==> src/rtl/random_scheduler.sv <==
// random_scheduler: round-robin sharing of one serial LFSR between requesters, with a refresh gap so no two granted words share LFSR bits
module random_scheduler #(
  parameter int NUM_REQ = 4,
  parameter int REFRESH = 16
) (
  input  logic               clk,
  input  logic               rst,
  input  logic [15:0]        randIn,
  input  logic [NUM_REQ-1:0] req,
  output logic [NUM_REQ-1:0] grant,
  output logic [15:0]        randOut,
  output logic               busy
);
  localparam int PW = $clog2(NUM_REQ);
  logic [4:0]    fresh_cnt;
  logic [PW-1:0] ptr, win, nxt, idx;
  logic          fresh, go;
  assign fresh = fresh_cnt == 5'(REFRESH);
  assign go = fresh && |req;
  assign nxt = (win == PW'(NUM_REQ - 1)) ? '0 : win + 1'b1;
  // winner is the first set request searching from ptr and wrapping; descending scan lets the nearest one win
  always_comb begin
    win = ptr;
    idx = '0;
    for (int i = NUM_REQ - 1; i >= 0; i--) begin
      idx = PW'((int'(ptr) + i) % NUM_REQ);
      if (req[idx]) win = idx;
    end
  end
  // grant pulse and word capture on fresh edges; randIn is taken unregistered so the sampled bits stay disjoint
  always_ff @(posedge clk or negedge rst) begin
    if (!rst) begin
      grant     <= '0;
      randOut   <= '0;
      fresh_cnt <= '0;
      ptr       <= '0;
      busy      <= 1'b0;
    end else begin
      grant     <= go ? NUM_REQ'(1) << win : '0;
      randOut   <= go ? randIn : randOut;
      fresh_cnt <= go ? 5'd1 : fresh ? fresh_cnt : fresh_cnt + 5'd1;
      ptr       <= go ? nxt : ptr;
      busy      <= |req && !fresh;
    end
  end
endmodule

==> config.mk <==
export PLATFORM = sky130hd
export DESIGN_NAME = random_scheduler
export DESIGN_NICKNAME = d
export VERILOG_FILES = /design/src/rtl/random_scheduler.sv
export SDC_FILE = /design/constraint.sdc
export NUM_CORES = 1
export LEC_CHECK = 0
export ABC_AREA = 1
export BUFFER_PORTS_ARGS = -buffer_cell sky130_fd_sc_hd__buf_2
export CORE_MARGIN = 2
export CORE_UTILIZATION = 36
export CTS_CLUSTER_SIZE = 28
export DETAILED_ROUTE_END_ITERATION = 7
export SLEW_MARGIN = 10
export SYNTH_ARGS = -nofsm -noshare
export SYNTH_HDL_FRONTEND = slang
export SYNTH_SLANG_ARGS = --single-unit
==> constraint.sdc <==
create_clock -name clk -period 1.8 [get_ports clk]
set_clock_uncertainty 0.05 [all_clocks]
set_input_delay 0.36 -clock clk [delete_from_list [all_inputs] [get_ports clk]]
set_output_delay 0.36 -clock clk [all_outputs]
set_load 0.005 [all_outputs]
==> results.env <==
RESULT_OF_THE_RUN='finished, final reports clean'
END_KIND='register'
WORST_R2R_PATH_DEPTH=13
INITIAL_CORE_UTIL=0.379
MET3_WIRELENGTH_MICRONS=129
HPWLAFTERDP_MM=2.05
SYN-MEAN-INSTANCE-AREA_SQ_UM=8.12
FINAL_MIN_PERIOD_OVER_CLOCK_PERIOD=0.958
P_LEAK_nW=1.03
FINAL_WEIGHTED_CONGESTION_IN_ROUTABILITY_DRIVEN_PLACEMENT=0.851
CLOCK_PATH_BUFFERS=2
CTS_TREE='yes'
SETUP_REPAIR_AFTER_GLOBAL_ROUTING_MISSED_ITS_MARGIN='true'
MAX_CLOCK_FREQ_GHz=0.580
ROUTE.DETAILED.WL_PER_INST_MICRONS=10.3
AREA_GROWTH_PCT=32.1
WORST_EP_ARRIVAL_TIME_PS=1830
DRV.MAX_CAP_VIOLATION_COUNT=0
CTS_INSERTED_BUFFERS=3
CHIPHEIGHT_MICRONS=66.3
CORE_AREA_SQ_MM=0.00369
HOLD_WS_PS=32.5
DRTPASS1ITERATIONS=4
DETAIL_ROUTE.WIRELENGTH.MET1_MM=1.26
GRT_ANTENNA_BEFORE_REPAIR=0
CLKTRANSATPATHREGS_PS=90
CLOCK_SINKS=28
IO_BUFFER_COUNT=42
WIRE_LENGTH_ON_MET2_MM=1.37
DETAIL_ROUTE.DRC_VIOLATIONS=0
GRT_FIRST_PASS_WIRELENGTH_MM=4.68
VIA_PER_INST=4.32
SYNTH.CELL_AREA_SQ_MM=0.00140
SLEW_VIOLATIONS=0
ROUTED.TOP_LAYER='met4'
ROUTE.ANTENNA.REMAINING_NETS=0
SETUP.WORST_PATH.START_CLASS='register'
DIE_AREA_SQ_MM=0.00439
TIGHTEST_SLEW_PS=587
FINAL_WIRELENGTH_MM=2.78
CTS_HOLD_REPAIR.BUFFERS=0
GRT_START_MAX_NET_PINS=29
ROW_COUNT=22
ROUTED-VIA-COUNT=1162
POSTSYNTHREGISTERBITS=28
IR_WORST_VDD_mV=0.724
WORST_SLEW_MARGIN_REL=0.608
CLOCK_TREE.ROOT_CELL='sky130_fd_sc_hd__clkbuf_8'
RATIO_OF_CELLS_WITH_DRIVE_ABOVE_1_IN_THE_FINAL_LAYOUT=0.394
SETUP_VIOL=0
SYNTH_SEQ_AREA_SHARE=0.502
INSERTEDDIODECOUNT=0
CRITICALPATHCATEGORY='register to register'
POST-PLACE-WS_PS=0.282
IOS=43
H_TREE_LEVEL_COUNT=1
SYNTH.DISTINCT_CELLS=20
OVERFLOW=0
FINAL_NET_COUNT=250
POWER.DENSITY_mW_PER_MM2=1700
POST-ROUTE-WORST-SETUP-SLACK_PS=75.3
TRACK_USAGE=0.138
REPORT.FINAL.HOLD_VIOL_COUNT=0
SYN-NUM-NETS=200
SYNTH.YOSYS.WARNINGS=0
CP_DATA_REQUIRED_TIME_PS=1910
POST-LAYOUT-TOTAL-POWER_mW=3.14
FINALWORSTPATHREQUIREDPERIOD_PS=1720
VIA_COUNT_OF_THE_FIRST_GLOBAL_ROUTING_PASS=1080
INSERTION_DELAY_TO_THE_LATER_SINK_OF_THE_WORST_SKEW_PAIR_PS=270
WORST-PATH-MAX-FANOUT=5
POST_SYNTH_INST_COUNT=172
HOLD_CLASS='input pin to async pin'
FIRST_ITER_VIOLATIONS=31
CHIPWIDTH_MICRONS=66.3
-- placed cells by master (no fill, tap or decap), drive strengths merged --
master | Yosys | layout
a21oi | 2 | 2
a31oi | 1 | 1
buf | 5 | 50
clkbuf | 0 | 4
dfrtp | 28 | 28
ha | 6 | 6
inv | 20 | 20
nand2 | 84 | 84
nand3 | 10 | 10
nand4 | 1 | 1
nor2 | 9 | 9
nor3 | 1 | 1
o21ai | 2 | 2
xnor2 | 2 | 2
xor2 | 1 | 1
-- stage by stage --
step	instance area, sq um	cells	util	TNS [ps]
floorplan	1400	172	-	0
global placement	1660	261	0.450	0
detailed placement	1660	261	0.450	0
CTS	1720	265	0.465	0
global route	1840	269	0.500	-76.1
finish	1840	269	0.500	0
-- sequential cells by signal, indices dropped and copies added (netlist names) --
| signal | cells |
|---|---|
| busy | 1 |
| ptr | 2 |
| grant | 4 |
| randOut | 16 |
| fresh_cnt | 5 |
-- layer usage --
metal / track usage / vias up
met4: 0.0459 / 0
met5: 0 / -
met2: 0.223 / 24
met3: 0.0392 / 2
met1: 0.179 / 523
li1: - / 613
-- path summary, 6_finish.rpt --
kind,startpoint,to,slack [ps]
hold reg to reg,randOut[10]$_DFFE_PN0P_,randOut[10]$_DFFE_PN0P_,430
setup reg to reg,ptr[0]$_DFFE_PN0P_,ptr[1]$_DFFE_PN0P_,80
min in group clk,randIn[8],randOut[8]$_DFFE_PN0P_,230
hold / removal,rst,busy$_DFF_PN0_,30
setup / recovery,ptr[0]$_DFFE_PN0P_,ptr[1]$_DFFE_PN0P_,80
max in group asynchronous,rst,ptr[0]$_DFFE_PN0P_,1240
-- critical path, cell delays in order, from the launching register on --
cell                      delay (ps)
sky130_fd_sc_hd__dfrtp_2         490
sky130_fd_sc_hd__buf_6           150
sky130_fd_sc_hd__nand2_4          50
sky130_fd_sc_hd__o21ai_4          60
sky130_fd_sc_hd__nand2_1          70
sky130_fd_sc_hd__nand2_1          60
sky130_fd_sc_hd__inv_2            80
sky130_fd_sc_hd__nand2_2          70
sky130_fd_sc_hd__nand2_2          60
sky130_fd_sc_hd__nand2_2          70
sky130_fd_sc_hd__nand2_4         100
sky130_fd_sc_hd__ha_4            200
sky130_fd_sc_hd__nand2_1          50
sky130_fd_sc_hd__o21ai_1          50
-- cell families (layout without fill, tap and decap cells) --
group                    Yosys count  in the layout  synth area share
adder cells (fa/ha/maj)            6              6            0.0538
flip-flops                        28             28             0.502
AO/OA/AOI/OAI                      5              5            0.0260
AND/OR/NAND/NOR                  105            105             0.316
buffers and inverters             25             74            0.0833
XOR/XNOR                           3              3            0.0188
-- layout make-up --
| type | instances | area [sq um] |
|---|---|---|
| fill | 376 | 1840 |
| sequential | 28 | 703 |
| multi-input combinational | 119 | 666 |
| timing repair buffer | 50 | 278 |
| inverter | 20 | 82.6 |
| tap | 48 | 60.1 |
| clock buffer | 4 | 55.1 |
-- cell usage after synthesis --
cell	instances	area (sq um)
sky130_fd_sc_hd__xnor2_1	2	17.5
sky130_fd_sc_hd__nand2_2	8	50.1
sky130_fd_sc_hd__nand2_1	76	285
sky130_fd_sc_hd__nor2_1	9	33.8
sky130_fd_sc_hd__a21oi_1	2	10.0
sky130_fd_sc_hd__nor3_4	1	16.3
sky130_fd_sc_hd__inv_2	3	11.3
sky130_fd_sc_hd__inv_6	1	8.76
sky130_fd_sc_hd__a31oi_2	1	12.5
sky130_fd_sc_hd__o21ai_0	1	5.00
sky130_fd_sc_hd__buf_6	1	11.3
sky130_fd_sc_hd__buf_2	2	10.0
sky130_fd_sc_hd__dfrtp_1	28	701
sky130_fd_sc_hd__nand3_1	10	50.1
sky130_fd_sc_hd__inv_1	16	60.1
sky130_fd_sc_hd__ha_1	6	75.1
sky130_fd_sc_hd__xor2_1	1	8.76
sky130_fd_sc_hd__buf_4	2	15.0
sky130_fd_sc_hd__nand4_1	1	6.26
sky130_fd_sc_hd__o21ai_2	1	8.76
-- what timing repair did --
action,4_1_cts,5_1_grt
hold endpoints to repair,0,0
resized for setup,1,28
setup buffers,0,4
pin swaps,0,8
endpoints found under the setup margin,1,5
-- power by group --
part	switching, mW	internal (mW)
Clock	0.181	0.195
Sequential	0.189	0.883
Combinational	0.952	0.742
Note: power is estimated with default switching activity, not from simulation.
